--- config.mk ---
export PLATFORM = sky130hd
export DESIGN_NAME = adc_frame_scheduler
export DESIGN_NICKNAME = d
export VERILOG_FILES = /design/src/rtl/adc_sched_pkg.sv /design/src/rtl/adc_tick_gen.sv /design/src/rtl/adc_frame_scheduler.sv
export SDC_FILE = /design/constraint.sdc
export NUM_CORES = 1
export LEC_CHECK = 0
export BUFFER_PORTS_ARGS = -buffer_cell sky130_fd_sc_hd__buf_2
export CAP_MARGIN = 20
export CORE_ASPECT_RATIO = 1.4
export CORE_MARGIN = 1
export CORE_UTILIZATION = 30
export DETAILED_ROUTE_END_ITERATION = 10
export HOLD_SLACK_MARGIN = 0.15
export PLACE_DENSITY = 0.56
export SLEW_MARGIN = 30
export SYNTH_ARGS = -nofsm -noshare
export SYNTH_HDL_FRONTEND = slang
export SYNTH_SLANG_ARGS = --single-unit
export TNS_END_PERCENT = 100
--- constraint.sdc ---
create_clock -name clk_i -period 3 [get_ports clk_i]
set_clock_uncertainty 0.05 [all_clocks]
set_input_delay 0.3 -clock clk_i [delete_from_list [all_inputs] [get_ports clk_i]]
set_output_delay 0.3 -clock clk_i [all_outputs]
set_load 0.005 [all_outputs]
--- src/rtl/adc_sched_pkg.sv ---
// adc_sched_pkg: shared types, sizes and channel-scan helper for the ADC frame scheduler
package adc_sched_pkg;
   localparam int NUM_CH   = 8;
   localparam int ADC_W    = 12;
   localparam int CH_IDX_W = 3;

   typedef enum logic [1:0] {IDLE, WAIT_TICK, EMIT} state_t;

   typedef struct packed {
      logic                hit;
      logic [CH_IDX_W-1:0] idx;
   } ch_sel_t;

   // Lowest enabled channel at or above 'from'; 'from' is one bit wider so NUM_CH means "none left".
   function automatic ch_sel_t next_ch(input logic [NUM_CH-1:0] mask, input logic [CH_IDX_W:0] from);
      ch_sel_t r;
      r = '0;
      for (int i = NUM_CH - 1; i >= 0; i--)
         if (mask[i] && i >= int'(from)) r = '{hit: 1'b1, idx: CH_IDX_W'(i)};
      return r;
   endfunction
endpackage

--- src/rtl/adc_tick_gen.sv ---
// adc_tick_gen: sample-rate divider, one-cycle tick every div_i cycles while enabled
module adc_tick_gen #(
   parameter int DIV_W = 16
) (
   input  logic             clk_i,
   input  logic             rst_i,
   input  logic             en_i,
   input  logic [DIV_W-1:0] div_i,
   output logic             tick_o
);
   logic [DIV_W-1:0] cnt_q, cnt_d;

   // Count 0..div-1, held at zero while disabled so each run starts aligned
   always_comb begin
      tick_o = en_i && cnt_q == div_i - DIV_W'(1);
      cnt_d  = (!en_i || tick_o) ? '0 : cnt_q + DIV_W'(1);
   end

   // Divider counter register
   always_ff @(posedge clk_i) cnt_q <= rst_i ? '0 : cnt_d;
endmodule

--- src/rtl/adc_frame_scheduler.sv ---
// adc_frame_scheduler: ticks, snapshots all ADC channels and streams enabled ones in frames.
// Optional ADC_SCHED_SIGNED_EN: output samples as offset-removed two's complement (MSB inverted).
module adc_frame_scheduler
   import adc_sched_pkg::*;
#(
   parameter int FRAME_LEN = 256,
   parameter int DIV_W     = 16
) (
   input  logic                    clk_i,
   input  logic                    rst_i,
   input  logic [NUM_CH*ADC_W-1:0] ch_data_i,
   input  logic                    start_i,
   input  logic                    stop_i,
   input  logic                    continuous_i,
   input  logic [NUM_CH-1:0]       ch_mask_i,
   input  logic [DIV_W-1:0]        div_i,
   output logic [ADC_W-1:0]        out_data_o,
   output logic [CH_IDX_W-1:0]     out_ch_o,
   output logic                    out_valid_o,
   input  logic                    out_ready_i,
   output logic                    out_last_o,
   output logic                    busy_o,
   output logic                    overrun_o
);
   localparam int CNT_W = $clog2(FRAME_LEN);

   state_t                  state_q, state_d;
   logic                    cont_q, stop_pend_q, overrun_q;
   logic [NUM_CH-1:0]       mask_q;
   logic [DIV_W-1:0]        div_q;
   logic [NUM_CH*ADC_W-1:0] snap_q;
   logic [CNT_W-1:0]        samp_q;
   logic [ADC_W-1:0]        out_data_q, raw, sample;
   logic [CH_IDX_W-1:0]     out_ch_q;
   logic                    out_valid_q, out_last_q;
   logic                    tick, accept, xfer, halt, frame_end, first_last, nxt_last;
   ch_sel_t                 first, nxt;

   adc_tick_gen #(.DIV_W(DIV_W)) u_tick (
      .clk_i  (clk_i),
      .rst_i  (rst_i),
      .en_i   (state_q != IDLE),
      .div_i  (div_q),
      .tick_o (tick)
   );

   assign accept     = state_q == IDLE && start_i && !stop_i && |ch_mask_i && div_i >= DIV_W'(2);
   assign xfer       = out_valid_q && out_ready_i;
   assign halt       = stop_i || stop_pend_q;
   assign frame_end  = samp_q == CNT_W'(FRAME_LEN - 1);
   assign first      = next_ch(mask_q, '0);
   assign nxt        = next_ch(mask_q, (CH_IDX_W+1)'(out_ch_q) + (CH_IDX_W+1)'(1));
   assign first_last = !next_ch(mask_q, (CH_IDX_W+1)'(first.idx) + (CH_IDX_W+1)'(1)).hit;
   assign nxt_last   = !next_ch(mask_q, (CH_IDX_W+1)'(nxt.idx) + (CH_IDX_W+1)'(1)).hit;
   assign raw        = state_q == EMIT ? snap_q[nxt.idx*ADC_W +: ADC_W] : ch_data_i[first.idx*ADC_W +: ADC_W];
`ifdef ADC_SCHED_SIGNED_EN
   assign sample     = {~raw[ADC_W-1], raw[ADC_W-2:0]};
`else
   assign sample     = raw;
`endif

   // State register
   always_ff @(posedge clk_i) state_q <= rst_i ? IDLE : state_d;

   // Next state: stop beats tick in WAIT_TICK; in EMIT leave only on a transfer
   always_comb begin
      state_d = state_q;
      case (state_q)
         IDLE:      state_d = accept ? WAIT_TICK : IDLE;
         WAIT_TICK: state_d = stop_i ? IDLE : tick ? EMIT : WAIT_TICK;
         EMIT:      state_d = !xfer ? EMIT : (halt || (!nxt.hit && out_last_q && !cont_q)) ? IDLE : nxt.hit ? EMIT : WAIT_TICK;
         default:   state_d = IDLE;
      endcase
   end

   // Outputs
   always_comb begin
      busy_o      = state_q != IDLE;
      out_data_o  = out_data_q;
      out_ch_o    = out_ch_q;
      out_valid_o = out_valid_q;
      out_last_o  = out_last_q;
      overrun_o   = overrun_q;
   end

   // Config latch, snapshot, channel scan, sample count and output beat register
   always_ff @(posedge clk_i) begin
      if (rst_i) begin
         cont_q      <= 1'b0;
         mask_q      <= '0;
         div_q       <= '0;
         snap_q      <= '0;
         samp_q      <= '0;
         stop_pend_q <= 1'b0;
         overrun_q   <= 1'b0;
         out_data_q  <= '0;
         out_ch_q    <= '0;
         out_valid_q <= 1'b0;
         out_last_q  <= 1'b0;
      end else begin
         stop_pend_q <= state_q == EMIT && !xfer && halt;
         if (accept) begin
            cont_q    <= continuous_i;
            mask_q    <= ch_mask_i;
            div_q     <= div_i;
            overrun_q <= 1'b0;
            samp_q    <= '0;
         end
         if (state_q == WAIT_TICK && tick && !stop_i) begin
            snap_q      <= ch_data_i;
            out_valid_q <= 1'b1;
            out_ch_q    <= first.idx;
            out_data_q  <= sample;
            out_last_q  <= frame_end && first_last;
         end
         if (state_q == EMIT) begin
            overrun_q <= overrun_q | tick;
            if (xfer) begin
               out_valid_q <= nxt.hit && !halt;
               out_last_q  <= 1'b0;
               if (nxt.hit && !halt) begin
                  out_ch_q   <= nxt.idx;
                  out_data_q <= sample;
                  out_last_q <= frame_end && nxt_last;
               end else if (!nxt.hit) samp_q <= frame_end ? '0 : samp_q + CNT_W'(1);
            end
         end
      end
   end
endmodule

==> impl_metrics.tcl, run 1 <==
set metrics [dict create \
    status "completed" \
    firstDrtPassIters 7 \
    antenna_found_initial 0 \
    p_sw_mw 1.54 \
    tightest_slew_ns 0.761 \
    initial_core_util_pct 30.7 \
    fin_crit_sh_pct 99.9 \
    vias 8254 \
    dp_hpwl_mm 19.4 \
    cts_sinks 166 \
    syn_avg_cell_area_um2 9.51 \
    drt_iter0_drc 367 \
    grt-ovfl-total 0 \
    rsz0062_at_grt "yes" \
    yosysSeqAreaShare_pct 36.9 \
    timing_max_transition_violations_final 0 \
    wirelength_met1_mm 12.1 \
    worst-r2r-setup-slack_ns 0.002 \
    drive_gt1_share_pct 26.7 \
    insertion_delay_ns 0.44 \
    synth_commonest_cells "178 x mux2i_1, 167 x nor2_1, 166 x dfxtp_1" \
    die_height_um 207 \
    cts_made_buffers 17 \
    leakage_nw 5.32 \
    worstPathArrival_ns 3.26 \
    p_clk_share_pct 39.9 \
    synth_ff_type "dfxtp_1" \
    grt_max_degree 74 \
    met2WireLength_mm 15.1 \
    crit_chain "buf_4 -> nor4_2 -> buf_4 -> nand4_1 -> mux2i_1 -> nor3_2 -> o32ai_4 -> nor4_4 -> buf_6 -> buf_12 -> buf_12 -> clkbuf_16 -> mux2i_1 -> nor2_1" \
    p_seq_share_pct 39.7 \
    fmax_mhz 334 \
    intPower_mw 4.12 \
    pin_count 145 \
    powerDensity_mw_per_mm2 439 \
    syn_to_final_growth_pct 42.9 \
    viasPerCell 5.03 \
    setup_violations 0 \
    yosys_warnings 0 \
    critPathMaxFanout 7 \
    path_buf_inv 6 \
    syn_inst 948 \
    vdd_drop_max_mv 0.386 \
    synth_top_area_share_pct 36.9 \
    dieArea_mm2 0.0307 \
    root_buffer "clkbuf_16" \
    maxCapViolCount 0 \
    cp.required_ns 3.26 \
    coreArea_mm2 0.0294 \
    wl_per_cell_um 17.8 \
    wl_met3_mm 1.41 \
    netlist_area_mm2 0.00901 \
    synth-seq-cells 166 \
    antenna_left 0 \
    hold_viol 0 \
    min_path_type "input pin to flop" \
    place_inst 1470 \
    wirelength_mm 29.2 \
    synth_edf_count 0 \
    path_class "flop to flop" \
    fin_nets 1386 \
    yosysMostFrequentCell "mux2i_1" \
    grt_pass1_vias 8370 \
    tritoncts "built" \
    path_clk_slew_ns 0.07 \
    max-slew-margin-rel_pct 49.1 \
    synthTopCellsByArea "dfxtp_1 37%, mux2i_1 20%, nor2_1 7.0%" \
    htreeDepth 4 \
    rows 74 \
    ys_types 67 \
    clock_path_buffers 2 \
    highest_layer "met4" \
    cp-start-kind "flop" \
    p_sw_share_pct 27.2 \
    place_congestion 0.838 \
    grt_usage_pct 18.5 \
    fin_cells 1642 \
    synth.largest_area_cell "dfxtp_1" \
    crit_path_end_kind "flop" \
    cpMaxStageDelayCell "dfxtp_1" \
    min_period_ns 3.00 \
    stdcell_area_mm2 0.0129 \
    post_dp_cell_area_mm2 0.0105 \
    nFillCells 2813 \
    final-seq-area_mm2 0.00333 \
    critPathMaxStageDelay_ns 0.32 \
    buffer_ports.inserted 144 \
    critPathTopFamily "simple AND/OR/NAND/NOR gates" \
    grt_first_pass_wirelength_mm 44.6 \
    die_width_um 148 \
    power_frac_comb_pct 20.4 \
    synthArstFlopShare_pct 0 \
    syn-num-nets 1086 \
    multiInputGateArea_mm2 0.00552 \
    drc 0 \
]
per-layer routing:
layer / vias to the layer above / track usage (%)
li1: 4023 / -
met1: 3983 / 21.7
met2: 210 / 33.0
met3: 38 / 3.74
met4: 0 / 6.47
met5: - / 0
flip-flops by register name, indices dropped and copies added, names as in the netlist:
name and count:
cont_q 1, u_tick.cnt_q 16, out_ch_o 3, stop_pend_q 1
snap_q 96, out_valid_o 1, samp_q 8, div_q 16
out_data_o 12, state_q 2, overrun_o 1, out_last_o 1
mask_q 8
power groups by stage:
stage | clock network, mW | logic (mW) | registers (mW)
after detailed placement | 0 | 0.966 | 2.29
after floorplan | 0 | 0.596 | 2.28
after CTS | 2.30 | 1.10 | 2.24
after global routing | 2.39 | 1.24 | 2.25
after global placement | 0 | 0.963 | 2.29
final | 2.26 | 1.15 | 2.24
cells by family after synthesis:
| family | Yosys count | share of synthesized area, % |
|---|---|---|
| AOI/OAI and AO/OA | 131 | 10.2 |
| buffers and inverters | 82 | 4.00 |
| muxes | 228 | 28.5 |
| DFF | 166 | 36.9 |
| adders and majority gates | 12 | 1.67 |
| xor gates and xnor gates | 36 | 3.50 |
| and+or+nand+nor | 293 | 15.2 |
cell type report:
type,count,area share [%]
multi-input combinational,700,42.9
tap,380,3.69
inverter,20,0.583
sequential,166,25.9
clock buffer,23,3.71
timing repair buffer,343,22.4
clock inverter,9,0.913
antenna,1,0.0194
per-stage QoR:
step	setup slack, ns	hold slack, ns	power, mW	util [%]	TNS (ns)
floorplan	0.0234	0.394	2.88	-	0
global placement	-0.0524	0.420	3.26	35.9	-2.36
detailed placement	-0.0838	0.426	3.26	35.9	-4.48
CTS	-0.0347	0.151	5.65	42.3	-0.458
global route	-0.146	0.190	5.87	43.9	-7.84
finish	0.00237	0.147	5.65	43.9	0
cell usage in the layout, fill, tap and decap left out, drive strengths merged, types with 12 or more instances in the layout:
master and n:
a22oi 26, xnor2 19, buf 215, dlygate4sd3 120, o21ai 17, nor4 13
nand3 21, xor2 17, and3 18, mux4 20, mux2 30, mux2i 178
nand2 25, ha 12, inv 22, clkbuf 31, dfxtp 166, nor2 167
a21oi 31
worst reg2reg max path: cells and delay by family (launching register included):
family                 cells  cell delay, ns
AOI/OAI and AO/OA          1            0.18
buffers and inverters      6            0.92
DFF                        1            0.32
muxes                      2            0.36
and+or+nand+nor            5            1.03
final timing paths:
check        startpoint         end  depth (start not counted)
max            div_q[2]  snap_q[11]                         14
max reg2reg    div_q[2]  snap_q[11]                         14
min           div_i[15]   div_q[15]                          3
min reg2reg   samp_q[1]   samp_q[1]                          2
what timing repair did:
item	CTS	global route
buffers inserted	2	6
cloned	1	10
pin swaps	4	12
hold endpoints to repair	120	0
resized for setup	6	39
hold buffers	120	0
setup endpoints to repair	109	135
Note: power is estimated with default switching activity, not from simulation.
==> run 2, diff against run 1 <==
Settings changed: BUFFER_PORTS_ARGS -buffer_cell sky130_fd_sc_hd__buf_2 to -buffer_cell sky130_fd_sc_hd__buf_4.
==> run 2 against run 1 <==
  * Clock-buffer cell count decreased by 3
  * Fmax decreased by 0.10%
  * Combinational power increased by 3%
  * Via count increased by 0.51%
  * Design area increased by 2.7%
  * Register-to-register slack about the same
  * First-iteration DRC count decreased by 1.1%
  * Non-clock buffer count increased by 2
  * The flow now finishes with violations (setup timing)
  * Sequential power about the same
  * Power decreased by 0.30%
  * Worst setup slack got worse by 0.0031 ns
==> impl_metrics.tcl, run 2 (synthesized netlist as in run 1, its figures left out) <==
set metrics [dict create \
    antenna_left 0 \
    drc 0 \
    place_congestion 0.821 \
    final-seq-area_mm2 0.00333 \
    coreArea_mm2 0.0294 \
    hold_path_end "state_q[1]" \
    initial_core_util_pct 30.7 \
    cts_sinks 166 \
    worstPathArrival_ns 3.26 \
    die_width_um 148 \
    firstDrtPassIters 5 \
    drive_gt1_share_pct 26.6 \
    grt-ovfl-total 0 \
    cp.required_ns 3.26 \
    status "finished with violations" \
    syn_to_final_growth_pct 46.7 \
    place_inst 1473 \
    htreeDepth 4 \
    worstHoldStart "out_ready_i" \
    critPathLaunch "div_q[2]" \
    path_clk_slew_ns 0.07 \
    utilization_pct 45.0 \
    final_cell_mix "192 x buf_4, 175 x mux2i_1, 165 x nor2_1, 164 x dfxtp_1, 121 x dlygate4sd3_1" \
    multiInputGateArea_mm2 0.00550 \
    violations "setup timing" \
    grt_first_pass_wirelength_mm 44.7 \
    fmax_mhz 333 \
    layout_setup_ws_ns -0.000763 \
    vdd_drop_max_mv 0.363 \
    drt_iter0_drc 363 \
    tritoncts "built" \
    reg2regPathDepth 12 \
    dpl_worst_slack_ns 0.00478 \
    fin_crit_sh_pct 100 \
    dieArea_mm2 0.0307 \
    finalPower_mw 5.64 \
    fin_cells 1641 \
    wirelength_mm 28.9 \
    vias 8296 \
    clock_path_buffers 2 \
    setup_violations 1 \
    critPathMaxFanout 6 \
    path_class "flop to flop" \
    largest-register "snap_q" \
    min_period_ns 3.00 \
    timing.rr.start "div_q[2]" \
    rsz0062_at_grt "yes" \
    grt_max_degree 79 \
    largest_reg_flops 96 \
    buffer_ports.inserted 144 \
    min_path_type "input pin to flop" \
    rr_endpoint "snap_q[22]" \
    tightest_slew_ns 0.819 \
    fin_nets 1388 \
    grt_usage_pct 18.5 \
    viasPerCell 5.06 \
    insertion_delay_ns 0.43 \
    timing_max_transition_violations_final 0 \
    die_height_um 207 \
    rows 74 \
    leakage_nw 5.43 \
    final_common_cell "buf_4" \
    diodes 0 \
    top_regs "snap_q (96), div_q (16), u_tick.cnt_q (16)" \
    hold_path_depth 4 \
    crit_path_end_kind "flop" \
    maxCapViolCount 0 \
    hold_viol 0 \
    wl_per_cell_um 17.6 \
    dp_hpwl_mm 19.8 \
    root_buffer "clkbuf_16" \
    cp-start-kind "flop" \
    nFillCells 2796 \
    grt_pass1_vias 8437 \
    cts_made_buffers 17 \
    antenna_found_initial 0 \
    worst-r2r-setup-slack_ns -0.0008 \
    powerDensity_mw_per_mm2 426 \
    max-slew-margin-rel_pct 45.4 \
    fin_setup_tns_ns -0.000763 \
    pin_count 145 \
]
## run 2: cell types whose count changed in the layout (fill, tap and decap cells not counted), moves of 3 or more
| cell | previous run | this run |
|---|---|---|
| a21oi_2 | 3 | 0 |
| a21oi_1 | 27 | 30 |
| buf_8 | 1 | 4 |
| buf_4 | 52 | 192 |
| buf_2 | 143 | 0 |
## run 2: layer usage
layer / track usage, % / part of all wire [%]
met5: 0 / 0
met4: 6.08 / 2.2
met3: 3.99 / 4.4
met2: 32.7 / 51
met1: 21.7 / 42
## run 2: worst max-delay path, stage by stage, from the launching register on
cell and delay, ns:
dfxtp_1 0.31, or4_4 0.54, nand4bb_4 0.24, or3_4 0.36, xnor2_2 0.17, nand4b_1 0.16, nor4_4 0.25, buf_6 0.18
buf_6 0.11, clkbuf_16 0.14, buf_8 0.12, mux2i_1 0.18, nor2_1 0.05
## run 2: where the power goes
part           switching (mW)  internal [mW]  leakage, nW  total [mW]
logic                   0.558          0.630         3.82        1.19
registers              0.0266           2.22         1.34        2.25
clock network           0.955           1.25        0.269        2.20
total                    1.54           4.10         5.43        5.64
## run 2: worst max path at each step
| stage | to | slack [ns] | cells after the start |
|---|---|---|---|
| after floorplan | out_last_o | 0.02 | 14 |
| after global placement | snap_q[74] | 0.03 | 12 |
| after CTS | snap_q[45] | -0.02 | 12 |
| after global routing | snap_q[71] | -0.14 | 12 |
| after detailed placement | snap_q[45] | 0.005 | 12 |
| final | snap_q[22] | -0.0008 | 12 |
## run 2: what timing repair did
item,CTS,global route
setup endpoints to repair,58,134
pin swaps,0,7
cloned,0,11
gates resized for setup,0,46
endpoints found under the hold margin,121,0
hold buffers,121,0
setup buffers,2,4
## run 2: area by class of cell
| class | instances | area share [%] |
|---|---|---|
| multi-input combinational | 700 | 41.6 |
| clock buffer | 20 | 3.38 |
| timing repair buffer | 345 | 24.8 |
| tap | 380 | 3.60 |
| sequential | 166 | 25.2 |
| clock inverter | 10 | 0.927 |
| inverter | 20 | 0.568 |
## run 2: through the flow
step,area (µm²),hold slack [ns]
after global placement,10900,0.416
final,13200,0.200
after CTS,12700,0.181
after global routing,13200,0.204
after floorplan,9030,0.394
after detailed placement,10900,0.431
==> run 3, diff against run 2 <==
Settings changed: MAX_ROUTING_LAYER set to met4, SYNTH_HIERARCHICAL set to 1.
==> run 3 against run 2 <==
  * The flow still finishes with violations (setup timing)
  * Die area rose by 1.3%
  * Design area increased by 3.1%
  * Highest routed layer unchanged
  * Wire length rose by 19%
  * Synthesized area up 1.3%
  * Power up 5.4%
  * Largest cell class unchanged
==> impl_metrics.tcl, run 3 <==
set metrics [dict create \
    buffer_ports.inserted 144 \
    violations "setup timing" \
    path_class "flop to flop" \
    grt-ovfl-total 0 \
    worstPathArrival_ns 3.54 \
    setup_violations 112 \
    pin_count 145 \
    layout_setup_ws_ns -0.259 \
    syn_inst 1206 \
    ys_types 73 \
    clock_path_buffers 2 \
    syn-num-nets 1344 \
    worst-r2r-setup-slack_ns -0.26 \
    cp.required_ns 3.28 \
    synth_edf_count 0 \
    wirelength_mm 34.4 \
    status "finished with violations" \
    firstDrtPassIters 5 \
    drc 0 \
    synth-seq-cells 166 \
    yosys_warnings 6 \
    insertion_delay_ns 0.45 \
    hold_viol 0 \
    yosysMostFrequentCell "nand2_1" \
    netlist_area_mm2 0.00913 \
    final_cell_mix "290 x nand2_1, 229 x buf_4, 163 x dfxtp_1, 142 x a21oi_1, 122 x dlygate4sd3_1" \
    drive_gt1_share_pct 24.3 \
    nFillCells 2924 \
    dp_hpwl_mm 24.2 \
    crit_path_end_kind "flop" \
    dpl_worst_slack_ns -0.237 \
    yosysSeqAreaShare_pct 36.4 \
    root_buffer "clkbuf_16" \
    fin_crit_sh_pct 109 \
    grt_pass1_vias 9881 \
    powerDensity_mw_per_mm2 436 \
    viasPerCell 5.20 \
    place_inst 1757 \
    synthTopCellsByArea "dfxtp_1 36%, nand2_1 13%, a21oi_1 8.2%" \
    wl_per_cell_um 17.9 \
    coreArea_mm2 0.0299 \
    drt_iter0_drc 524 \
    tightest_slew_ns 1.02 \
    rows 75 \
    vias 9981 \
    final_common_cell "nand2_1" \
    cts_sinks 166 \
    top_regs "snap_q (96), div_q (16), u_tick/cnt_q (16)" \
    initial_core_util_pct 30.5 \
    largest-register "snap_q" \
    vdd_drop_max_mv 0.392 \
    leakage_nw 5.34 \
    min_period_ns 3.26 \
    min_path_type "input pin to flop" \
    place_congestion 0.920 \
    fin_cells 1921 \
    max-slew-margin-rel_pct 31.5 \
    largest_reg_flops 96 \
    critPathMaxFanout 6 \
    cts_made_buffers 17 \
    syn_avg_cell_area_um2 7.57 \
    htreeDepth 4 \
    grt_usage_pct 22.5 \
    die_width_um 149 \
    antenna_left 0 \
    antenna_found_initial 0 \
    grt_first_pass_wirelength_mm 51.9 \
    utilization_pct 45.5 \
    diodes 0 \
    path_clk_slew_ns 0.07 \
    synth_top_area_share_pct 36.4 \
    syn_to_final_growth_pct 49.2 \
    synth_ff_type "dfxtp_1" \
    synth_commonest_cells "310 x nand2_1, 166 x dfxtp_1, 150 x a21oi_1" \
    fin_nets 1661 \
    grt_max_degree 112 \
    maxCapViolCount 0 \
    rsz0062_at_grt "yes" \
    cp-start-kind "flop" \
    synth.largest_area_cell "dfxtp_1" \
    synthArstFlopShare_pct 0 \
    timing_max_transition_violations_final 0 \
    tritoncts "built" \
    die_height_um 208 \
    fmax_mhz 307 \
    dieArea_mm2 0.0312 \
]
==> run 3: cell count changes in the layout (fill, tap and decap cells not counted), moves of 14 or more <==
cell	delta
nand3_1	+16
a22oi_1	-22
a211oi_1	+14
a21oi_1	+112
buf_4	+37
o21ai_0	+20
nor2_1	-91
nand2_2	+14
mux2_2	-18
mux4_2	-19
nand2_1	+266
mux2i_1	-127
==> run 3: path summary, 6_finish.rpt <==
kind / cells past startpoint / end / startpoint
worst min-delay path: 3 / stop_pend_q / stop_i
worst max register to register: 15 / out_data_o[4] / div_q[0]
worst max-delay path: 15 / out_data_o[4] / div_q[0]
worst min register to register: 2 / snap_q[53] / snap_q[53]
==> run 3: worst max-delay path: stages (launching register included) <==
cell,delay (ns)
dfxtp_4,0.37
inv_4,0.06
ha_4,0.12
or4b_4,0.48
nor4_4,0.14
o21ai_1,0.09
a2111o_1,0.44
nor4_2,0.27
and2_4,0.20
buf_6,0.10
nand3_4,0.10
buf_6,0.16
buf_12,0.13
nand3_1,0.07
a21oi_1,0.06
a221o_1,0.28
==> run 3: power breakdown <==
| group | internal, mW | total, mW | switching [mW] |
|---|---|---|---|
| Sequential | 2.22 | 2.25 | 0.0295 |
| Combinational | 0.611 | 1.29 | 0.681 |
| Clock | 1.41 | 2.40 | 0.993 |
| Total | 4.24 | 5.94 | 1.70 |
==> run 3: cell families (layout without fill, tap and decap cells) <==
logic type / after synthesis / after routing / synth area share, %
buf+inv: 106 / 436 / 5.22
xor+xnor: 36 / 36 / 3.60
mux: 57 / 57 / 6.49
fa+ha+maj: 12 / 12 / 1.64
simple gates: 537 / 537 / 26.1
flops: 166 / 166 / 36.4
compound gates: 292 / 292 / 20.6
==> run 3: final cells by class <==
type	count	area, µm²	area share [%]
repair buffers	381	3500	25.7
clock buffers	19	433	3.18
clock inverters	13	195	1.43
flip-flops and latches	166	3330	24.4
inverters	23	88.8	0.652
multi-input cells	934	5600	41.1
well taps	385	482	3.53
==> run 3: through the flow <==
stage / cell area (µm²) / hold WS, ns / total power [mW] / TNS [ns]
finish: 13600 / 0.164 / 5.94 / -21.63
global route: 13600 / 0.166 / 6.16 / -34.04
CTS: 13200 / 0.151 / 5.94 / -17.65
detailed placement: 11300 / 0.396 / 3.42 / -15.07
global placement: 11300 / 0.391 / 3.42 / -18.64
floorplan: 9160 / 0.378 / 2.92 / -3.76
==> run 3: per-layer routing <==
metal	vias to the layer above	part of all wire (%)	GRT usage [%]
met1	4742	38	23.4
met5	-	0	-
met3	87	4.2	2.96
met4	0	5.4	12.2
met2	307	52	40.2
li1	4845	-	-
==> run 3: repair_timing <==
item	CTS	global route
hold buffers	122	0
endpoints found under the hold margin	122	0
endpoints found under the setup margin	111	115
gates resized for setup	10	78
buffers inserted	0	3
cloned	2	5
pin swaps	2	17
